$ cat src/rtl/serial_rx_pkg.sv
// Shared definitions for the serial receive path: frame defaults and FSM state encoding.
package serial_rx_pkg;

    // Frame geometry shared with the transmit side.
    localparam int N_DEFAULT  = 8;
    localparam int OS_DEFAULT = 4;

    // Receiver FSM states.
    typedef enum logic [2:0] {
        IDLE  = 3'd0,
        START = 3'd1,
        DATA  = 3'd2,
        STOP  = 3'd3,
        BREAK = 3'd4
    } rx_state_t;

endpackage

$ cat src/rtl/serial_rx_bit_timer.sv
// Oversampling bit timer: produces one tick per sample instant. After a restart with
// 'half' set, the first tick lands half a bit period in (the start-bit midpoint); later
// ticks are one full bit period apart.
module rx_bit_timer
    import serial_rx_pkg::*;
#(
    parameter int OS = OS_DEFAULT
) (
    input  logic clk,
    input  logic reset,
    input  logic restart,
    input  logic half,
    output logic tick
);

    localparam int CW = (OS > 1) ? $clog2(OS) : 1;
    localparam logic [CW-1:0] HALF_LAST = CW'(OS / 2 - 1);
    localparam logic [CW-1:0] FULL_LAST = CW'(OS - 1);

    logic [CW-1:0] cnt_r;
    logic          half_r;
    logic [CW-1:0] last_s;

    // Terminal count depends on whether we are in the initial half-period.
    always_comb begin
        last_s = FULL_LAST;
        if (half_r) begin
            last_s = HALF_LAST;
        end else begin
            last_s = FULL_LAST;
        end
        tick = (cnt_r == last_s);
    end

    // Counter: restart wins, otherwise wrap to zero on each tick.
    always_ff @(posedge clk or posedge reset) begin
        if (reset) begin
            cnt_r  <= {CW{1'b0}};
            half_r <= 1'b1;
        end else if (restart) begin
            cnt_r  <= {CW{1'b0}};
            half_r <= half;
        end else if (tick) begin
            cnt_r  <= {CW{1'b0}};
            half_r <= 1'b0;
        end else begin
            cnt_r  <= cnt_r + CW'(1);
        end
    end

endmodule

$ cat src/rtl/serial_rx.sv
// Frame deserializer: start-bit hunt, midpoint sampling, LSB-first shift, stop-bit check,
// and a one-entry valid/ready output buffer with framing/overrun error pulses.
module serial_rx
    import serial_rx_pkg::*;
#(
    parameter int N  = N_DEFAULT,
    parameter int OS = OS_DEFAULT
) (
    input  logic         clk,
    input  logic         reset,
    input  logic         din,
    output logic [N-1:0] dout,
    output logic         valid,
    input  logic         ready,
    output logic         frame_err,
    output logic         overrun
);

    localparam int IW = $clog2(N + 1);
    localparam logic [IW-1:0] LAST_BIT = IW'(N - 1);

    rx_state_t     state_r, state_s;
    logic [IW-1:0] idx_r, idx_s;
    logic [N-1:0]  sh_r, sh_s;
    logic          restart_s;
    logic          tick_s;
    logic          complete_s;
    logic          ferr_s;

    // The timer is held cleared while idle so the detection cycle starts the half period.
    rx_bit_timer #(.OS(OS)) u_timer (
        .clk     (clk),
        .reset   (reset),
        .restart (restart_s),
        .half    (1'b1),
        .tick    (tick_s)
    );

    // FSM, bit index and shift register state.
    always_ff @(posedge clk or posedge reset) begin
        if (reset) begin
            state_r <= IDLE;
            idx_r   <= {IW{1'b0}};
            sh_r    <= {N{1'b0}};
        end else begin
            state_r <= state_s;
            idx_r   <= idx_s;
            sh_r    <= sh_s;
        end
    end

    // Next-state logic; din only matters at ticks, or while idle / in break.
    always_comb begin
        state_s    = state_r;
        idx_s      = idx_r;
        sh_s       = sh_r;
        restart_s  = 1'b0;
        complete_s = 1'b0;
        ferr_s     = 1'b0;
        case (state_r)
            IDLE: begin
                restart_s = 1'b1;
                if (!din) begin
                    state_s = START;
                end else begin
                    state_s = IDLE;
                end
            end
            START: begin
                if (tick_s) begin
                    if (!din) begin
                        state_s = DATA;
                        idx_s   = {IW{1'b0}};
                    end else begin
                        state_s = IDLE;  // glitch, not a real start bit
                    end
                end else begin
                    state_s = START;
                end
            end
            DATA: begin
                if (tick_s) begin
                    sh_s = {din, sh_r[N-1:1]};
                    if (idx_r == LAST_BIT) begin
                        state_s = STOP;
                    end else begin
                        idx_s = idx_r + IW'(1);
                    end
                end else begin
                    state_s = DATA;
                end
            end
            STOP: begin
                if (tick_s) begin
                    if (din) begin
                        complete_s = 1'b1;
                        state_s    = IDLE;
                    end else begin
                        ferr_s  = 1'b1;
                        state_s = BREAK;
                    end
                end else begin
                    state_s = STOP;
                end
            end
            BREAK: begin
                if (din) begin
                    state_s = IDLE;
                end else begin
                    state_s = BREAK;
                end
            end
            default: begin
                state_s = IDLE;
            end
        endcase
    end

    // Output buffer: accept a completed word if empty or being drained this cycle,
    // otherwise drop it and flag overrun.
    always_ff @(posedge clk or posedge reset) begin
        if (reset) begin
            dout      <= {N{1'b0}};
            valid     <= 1'b0;
            frame_err <= 1'b0;
            overrun   <= 1'b0;
        end else begin
            frame_err <= ferr_s;
            overrun   <= 1'b0;
            if (complete_s) begin
                if (!valid || ready) begin
                    dout  <= sh_r;
                    valid <= 1'b1;
                end else begin
                    overrun <= 1'b1;
                end
            end else if (valid && ready) begin
                valid <= 1'b0;
            end else begin
                valid <= valid;
            end
        end
    end

endmodule

$ cat config.mk
export PLATFORM = sky130hd
export DESIGN_NAME = serial_rx
export DESIGN_NICKNAME = d
export VERILOG_FILES = /design/src/rtl/serial_rx_pkg.sv /design/src/rtl/serial_rx_bit_timer.sv /design/src/rtl/serial_rx.sv
export SDC_FILE = /design/constraint.sdc
export NUM_CORES = 1
export LEC_CHECK = 0
export CORE_ASPECT_RATIO = 1.2
export CORE_MARGIN = 2
export CORE_UTILIZATION = 55
export DETAILED_ROUTE_END_ITERATION = 10
export DONT_BUFFER_PORTS = 1
export PLACE_DENSITY_LB_ADDON = 0.15
export SYNTH_ARGS = -nofsm -noshare
export SYNTH_HDL_FRONTEND = slang
export SYNTH_SLANG_ARGS = --single-unit
$ cat constraint.sdc
create_clock -name clk -period 4 [get_ports clk]
set_input_delay 0.4 -clock clk [delete_from_list [all_inputs] [get_ports clk]]
set_output_delay 0.4 -clock clk [all_outputs]
set_load 0.02 [all_outputs]
Word level (Yosys, flattened, before mapping)
Cells that the tools add are included.
Storage, ports and cells
  bits in registers: 29
  word-level logic and storage cells: 64
  output and inout bits: 11
  bits of input ports: 4
Cells by class
  reduce and logical (&&, ||, !) cells: 11
  add/subtract/negate cells: 2
  multiplexer cells: 30
  equality and inequality tests: 12
Operators with widths (count)
  $mux W4: 4
  $mux W1: 15
  $mux W3: 5
  $pmux W3 S5: 1
  $mux W2: 4
  $ne A2 B2 Y1 const B: 4
  $pmux W4 S2: 1
  $eq A3 B2 Y1 const B: 2
  $reduce_and A2 Y1: 3
  $reduce_bool A2 Y1: 3
  $reduce_and A5 Y1: 1
  $add A4 B1 Y4 const B: 1
  $eq A4 B3 Y1 const B: 1
  $eq A3 B1 Y1 const B: 1
  $eq A3 B3 Y1 const B: 1
  $logic_not A3 Y1: 1
  $ne A3 B3 Y1 const B: 1
  $add A2 B1 Y2 const B: 1
  $eq A2 B2 Y1: 1
  $ne A2 B1 Y1 const B: 1
  $logic_and A1 B1 Y1: 1
  $logic_not A1 Y1: 1
  $logic_or A1 B1 Y1: 1

Logic depth before layout (Yosys ltp)
Gate-level depths: netlist (run 1).
  word-level depth: 6
  depth in mapped cells: 5
  depth with buffers taken out: 5

By module
Synthesis (run 1) repeated with hierarchy kept, for this count alone.
Unflattened totals
  cell total of the unflattened synthesis: 102
  area total of the unflattened synthesis: 1307.5 µm²
Modules (own cells, without submodules)
  serial_rx: area each 1161.1 µm², cells each 88, times used 1, seq. area each 650.6 µm²
  rx_bit_timer: area each 146.4 µm², cells each 14, times used 1, seq. area each 76.3 µm²

Worst setup path after synthesis (run 1)
No wires, ideal clock.
  kind: register -> register
  from: register u_timer.half_r
  to: register sh_r[0]
  path slack: 2.381 ns
  path buffers: 0
  cell stages (with the launch flop): 5
  data required time: 3.875 ns
  clock period less this slack: 1.619 ns
  setup time: 0.125 ns
  arrival: 1.495 ns
  cell sequence: dfstp_2 xor2_2 nand3b_4 nor2_4 mux2_2
On the way
  longest elaborated chain between the ends: 3
RTL lines
  start, declared: line serial_rx_bit_timer.sv:21  | logic half_r;
  start signal, assigned: line serial_rx_bit_timer.sv:42  | half_r <= half;
  $mux W2: line serial_rx_bit_timer.sv:27  | if (half_r) begin
  $eq A2 B2 Y1: line serial_rx_bit_timer.sv:32  | tick = (cnt_r == last_s);
  $reduce_and A2 Y1 (no line)
  end signal, assigned: line serial_rx.sv:44  | sh_r <= {N{1'b0}};
  end signal, assigned: line serial_rx.sv:48  | sh_r <= sh_s;
  end, declared: line serial_rx.sv:24  | logic [N-1:0] sh_r, sh_s;
No other way between the ends.
A chain may end at the register's enable or synchronous reset.

Worst setup path in the final report (run 1)
  from: register u_timer.half_r
  to: register dout[7]
On the way
  longest elaborated chain between the ends: 5
RTL lines
  $mux W2: line serial_rx_bit_timer.sv:27
  $eq A2 B2 Y1: line serial_rx_bit_timer.sv:32
  $mux W1: line serial_rx.sv:94  | if (tick_s) begin
  $mux W1: line serial_rx.sv:60  | case (state_r)
  $reduce_and A2 Y1 (no line)
  end signal, assigned: line serial_rx.sv:123  | dout <= {N{1'b0}};
  end signal, assigned: line serial_rx.sv:132  | dout <= sh_r;
  end, declared: line serial_rx.sv:12  | output logic [N-1:0] dout,
No other way between the ends.

==> flow_metrics.py, run 1 <==
metrics = {
    "synth": {
        "synthCells": 99,
        "ys_seq_elements": 29,
        "ys_warn_count": 0,
        "async_flop_share_pct": 100,
        "synth_edf_count": 0,
        "ys_top_cells_by_area": "dfrtp_1 (56%), mux2_2 (14%), nor2_1 (3.3%)",
        "yosysTopAreaCellShare_pct": 56.1,
        "synth_flop_cell": "dfrtp_1",
        "ys_types": 31,
        "synth.avg_cell_area_um2": 12.6,
        "syn-num-nets": 104,
        "synth_most_common_cell": "dfrtp_1",
        "yosysSeqAreaShare_pct": 58.2,
        "synth_area_mm2": 0.00125,
        "synth_top_area_cell": "dfrtp_1",
        "synthTopCellsByCount": "dfrtp_1 (28), mux2_2 (15), nor2_1 (11), nand2_1 (5), o21ai_0 (4)",
    },
    "routing": {
        "route.detailed.drc": 0,
        "drt_wl_total_mm": 1.89,
        "wl_per_cell_um": 14.1,
        "detail_route.iter0.violations": 2,
        "num_vias": 751,
        "ant_nets": 0,
        "vias_per_cell": 5.60,
        "dr.pass1.iters": 4,
    },
    "pwr": {
        "p_seq_share_pct": 54.8,
        "swShare_pct": 36.6,
        "p_leak_uw": 0.000628,
        "pwr-share-clk_pct": 19.0,
        "p_int_uw": 543,
        "combPwrFrac_pct": 26.1,
        "p_per_area_mw_per_mm2": 646,
        "p_switching_uw": 314,
        "max-vdd-ir-drop_mv": 0.413,
    },
    "clocking": {
        "htreeDepth": 2,
        "clk_pin_slew_worst_paths_ps": 90,
        "cts.sinks": 29,
        "cts_buffer_depth": 2,
        "cts_tree": "built",
        "cts_resized": 0,
        "cts_hold_buf": 0,
        "cts_buffers": 5,
        "clock_latency_ps": 320,
        "cts_setup_buffers": 0,
        "clockRootBuffer": "clkbuf_4",
    },
    "global_route": {
        "grt_max_degree": 30,
        "grt_pass1_vias": 752,
        "grt_pass1_wl_mm": 3.22,
        "grt_use_total_pct": 17.2,
        "antenna_found_initial": 0,
        "gr-total-overflow": 0,
    },
    "die": {
        "die_area_mm2": 0.00267,
        "chipWidth_um": 47.5,
        "rows": 18,
        "coreArea_mm2": 0.00209,
        "die_y_um": 56.2,
        "start_util_pct": 59.6,
        "ios": 15,
    },
    "worst_setup_path": {
        "worst_setup_path_end_kind": "flop",
        "critPathMaxStageDelay_ps": 570,
        "start_kind": "flop",
        "cp_data_arrival_time_ps": 1940,
        "cp_top_family": "flip-flops",
        "cp_slowest_cell": "dfstp_2",
        "path_class": "flop to flop",
        "crit_buf_inv": 0,
        "path_cells": "xor2_2 > nand3b_4 > nor2_4 > mux2_2",
        "crit_required_ps": 4200,
        "crit_fanout": 8,
    },
    "cells_and_area": {
        "nFillCells": 179,
        "syn_to_final_growth_pct": 6.21,
        "nets": 108,
        "layout-drive-gt1-share_pct": 26.0,
        "final_area_mm2": 0.00133,
        "antenna_cells": 0,
    },
    "outcome": {
        "outcome": "finished clean",
    },
    "timing": {
        "slew_headroom_pct": 31.8,
        "period_needed_ps": 1740,
        "skew_ps": 8.24,
        "setup_viol": 0,
        "finalMaxSlewViolations": 0,
        "tns_ps": 0,
        "grt_setup_unrepaired": "no",
        "fmax_ghz": 0.575,
        "period_share_pct": 43.5,
        "tightest_slew_ps": 1020,
        "hold_viol_final": 0,
    },
    "placed_design": {
        "port_buffers": 0,
        "hpwlAfterDp_mm": 1.29,
        "place_area_mm2": 0.00127,
        "gp_congestion": 0.848,
    },
    "run": {
        "drv_cap": 0,
    },
    "hold_path": {
        "hold_class": "input port to flop",
    },
}
-- cells in the final DEF, fill, tap and decap left out, drive strengths merged, types with 2 or more instances in the layout --
cell / instances
and3b: 2
clkbuf: 6
clkinv: 2
dfrtp: 28
mux2: 16
mux2i: 2
nand2: 5
nand2b: 2
nand3: 3
nand4: 2
nor2: 13
nor3: 2
o21ai: 4
-- kinds of logic after synthesis --
logic type	synth area share (%)
AO/OA/AOI/OAI	6.41
XOR/XNOR	1.30
adder cells (fa/ha/maj)	1.00
buffers and inverters	1.20
flip-flops	58.2
multiplexers	16.0
AND/OR/NAND/NOR	15.8
-- flip-flops by register name, indices dropped and copies added (netlist names) --
name / count
overrun: 1
frame_err: 1
valid: 1
dout: 8
sh_r: 8
idx_r: 4
u_timer.cnt_r: 2
state_r: 3
u_timer.half_r: 1
-- area by class of cell --
class / count / area (um2) / share of cell area (%)
clock buffers: 6 / 41.3 / 3.11
inverters: 1 / 3.75 / 0.283
multi-input cells: 66 / 507 / 38.2
well taps: 30 / 37.5 / 2.83
flip-flops and latches: 29 / 727 / 54.8
clock inverters: 2 / 10.0 / 0.755
-- worst reg2reg max path: stages (launching register included) --
cell      delay (ps)
dfstp_2          570
xor2_2           250
nand3b_4         180
nor2_4           270
mux2_2           370
-- final timing paths --
path | from | end | cells after the start | slack, ps
worst min register to register | sh_r[7] | sh_r[7] | 1 | 510
worst max-delay path | u_timer.half_r | dout[7] | 4 | 2260
max in group asynchronous | reset | u_timer.cnt_r[0] | 1 | 3170
min in group asynchronous | reset | idx_r[1] | 1 | 210
worst min-delay path | din | state_r[2] | 1 | 130
worst max register to register | u_timer.half_r | dout[7] | 4 | 2260
-- metrics by stage --
step / total power [uW] / utilization [%] / setup slack [ps] / std cells / hold slack, ps
6_report: 856 / 63.3 / 2260 / 134 / 130
5_1_grt: 923 / 63.3 / 2170 / 134 / 99.8
4_1_cts: 867 / 63.3 / 2230 / 134 / 117
3_5_place_dp: 700 / 60.9 / 2240 / 126 / 470
3_3_place_gp: 690 / 60.9 / 2270 / 126 / 467
2_1_floorplan: 657 / - / 2380 / 99 / 458
-- per-layer routing --
layer / up-vias / wire length, um / global-route usage [%]
li1: 357 / - / -
met1: 371 / 853 / 21.1
met2: 19 / 891 / 24.3
met3: 4 / 106 / 8.12
met4: 0 / 35 / 9.13
met5: - / 0 / 0
-- power by group through the flow --
| stage | combinational (uW) | sequential (uW) | clock, uW |
|---|---|---|---|
| floorplan | 226 | 431 | 0 |
| global placement | 219 | 471 | 0 |
| detailed placement | 226 | 474 | 0 |
| CTS | 228 | 469 | 169 |
| global route | 254 | 484 | 185 |
| finish | 224 | 470 | 163 |
Power figures use the tool's default switching activity.
==> inputs of run 2 (changes only) <==
==> constraint.sdc (replaced) <==
create_clock -name clk -period 1.83 [get_ports clk]
set_input_delay 0.183 -clock clk [delete_from_list [all_inputs] [get_ports clk]]
set_output_delay 0.183 -clock clk [all_outputs]
set_load 0.02 [all_outputs]
==> flow_metrics.py, run 2 (same netlist as run 1, synthesis figures left out) <==
metrics = {
    "timing": {
        "setup_viol": 0,
        "finalMaxSlewViolations": 0,
        "hold_viol_final": 0,
        "period_needed_ps": 1730,
        "skew_ps": 12.0,
        "grt_setup_unrepaired": "no",
        "tightest_slew_ps": 358,
        "tns_ps": 0,
        "slew_headroom_pct": 76.1,
        "fmax_ghz": 0.578,
        "period_share_pct": 94.5,
        "holdWs_ps": 71.8,
    },
    "global_route": {
        "grt_max_degree": 30,
        "grt_util_met2_pct": 27.0,
        "grt_util_met1_pct": 23.1,
        "gr-total-overflow": 0,
        "met3_usage_pct": 11.7,
        "antenna_found_initial": 0,
        "grt_pass1_wl_mm": 3.46,
        "grt_use_total_pct": 19.1,
        "busiest_layer": "met2",
        "grt_pass1_vias": 779,
    },
    "clocking": {
        "cts_setup_buffers": 0,
        "cts.sinks": 29,
        "cts_buffer_depth": 2,
        "clk_pin_slew_worst_paths_ps": 90,
        "clock_latency_ps": 320,
        "cts_tree": "built",
        "cts_buffers": 5,
        "clockRootBuffer": "clkbuf_4",
        "htreeDepth": 2,
    },
    "worst_setup_path": {
        "cp_slowest_cell": "dfstp_2",
        "rrSetupSlack_ps": 100,
        "path_cells": "xor2_4 > nand3b_4 > nor2_4 > mux2_2",
        "crit_required_ps": 2030,
        "path_class": "flop to flop",
        "r2r_cells": 4,
        "worst_setup_path_end_kind": "flop",
        "crit_fanout": 8,
        "cp_data_arrival_time_ps": 1930,
        "cp_top_family": "flip-flops",
        "r2r_end": "dout[4]",
        "start_kind": "flop",
        "crit_buf_inv": 0,
        "critPathMaxStageDelay_ps": 600,
        "rr_startpoint": "u_timer.half_r",
    },
    "placed_design": {
        "port_buffers": 0,
        "gp_congestion": 0.856,
        "hpwlAfterDp_mm": 1.36,
    },
    "cells_and_area": {
        "reg_top3": "dout (8), sh_r (8), idx_r (4)",
        "nFillCells": 157,
        "antenna_cells": 0,
        "syn_to_final_growth_pct": 13.4,
        "layout-drive-gt1-share_pct": 27.1,
        "final_cell_mix": "dfrtp_1 (28), mux2_2 (15), nor2_1 (11)",
        "nets": 111,
        "final_common_cell": "dfrtp_1",
    },
    "pwr": {
        "p_leak_uw": 0.000666,
        "max-vdd-ir-drop_mv": 1.53,
        "p_per_area_mw_per_mm2": 1550,
    },
    "die": {
        "rows": 18,
        "die_y_um": 56.2,
        "chipWidth_um": 47.5,
        "coreArea_mm2": 0.00209,
        "ios": 15,
        "die_area_mm2": 0.00267,
        "start_util_pct": 59.6,
    },
    "run": {
        "drv_cap": 0,
    },
    "routing": {
        "num_vias": 768,
        "vias_per_cell": 5.61,
        "drt_wl_total_mm": 1.96,
        "detail_route.iter0.violations": 15,
        "wl_per_cell_um": 14.3,
        "dr.pass1.iters": 3,
        "ant_nets": 0,
        "route.detailed.drc": 0,
    },
    "hold_path": {
        "holdPathEnd": "state_r[0]",
        "hold_class": "input port to flop",
        "hold_depth": 3,
        "min-delay-start": "din",
    },
    "outcome": {
        "outcome": "finished clean",
    },
}
## run 2: cell types whose count changed in the layout (fill, tap and decap cells not counted)
cell	delta
buf_4	+1
bufinv_16	+2
xor2_4	+1
clkinv_2	-1
xor2_2	-1
dlygate4sd3_1	+2
clkbuf_1	-1
## run 2: stage by stage
step	power (uW)	std cells	worst slack, ps	util [%]	area [um2]
floorplan	1440	99	211	-	1250
global placement	1510	127	96.3	61.2	1280
detailed placement	1540	127	44.6	61.2	1280
CTS	2190	137	33.5	67.1	1410
global route	2340	137	15.0	67.6	1420
finish	2190	137	100	67.6	1420
## run 2: repair_timing
action	CTS	global route
endpoints found under the setup margin	0	9
gates resized for setup	0	1
hold buffers	2	0
hold endpoints to repair	32	0
## run 2: worst max path at each step
stage,from,endpoint,depth (start not counted)
4_1_cts,u_timer.half_r,dout[4],4
3_3_place_gp,u_timer.half_r,dout[7],4
6_report,u_timer.half_r,dout[4],4
5_1_grt,u_timer.half_r,dout[4],4
3_5_place_dp,u_timer.half_r,dout[4],4
2_1_floorplan,u_timer.half_r,sh_r[0],4
## run 2: worst min-delay path: stages
cell and delay [ps]:
nor2_1 30, nor2_1 80, a211oi_1 70
## run 2: area by class of cell
type / instances / area, um2 / area share, %
clock buffer: 5 / 37.5 / 2.65
clock inverter: 3 / 65.1 / 4.59
inverter: 1 / 3.75 / 0.265
multi-input combinational: 66 / 518 / 36.6
sequential: 29 / 727 / 51.3
tap: 30 / 37.5 / 2.65
timing repair buffer: 3 / 27.5 / 1.94
## run 2: power by group
part | internal (uW) | switching (uW) | total [uW] | leakage [uW]
combinational | 249 | 264 | 512 | 0.000223
sequential | 807 | 233 | 1040 | 0.000388
clock | 423 | 216 | 639 | 0.0000552
## run 2: routing by layer
metal  up-vias  routed length, um  share of wire, %
met5         -                  0                 0
met4         0                 26               1.3
met3         4                101               5.1
met2        16                949                48
met1       382                885                45
li1        366                  -                 -
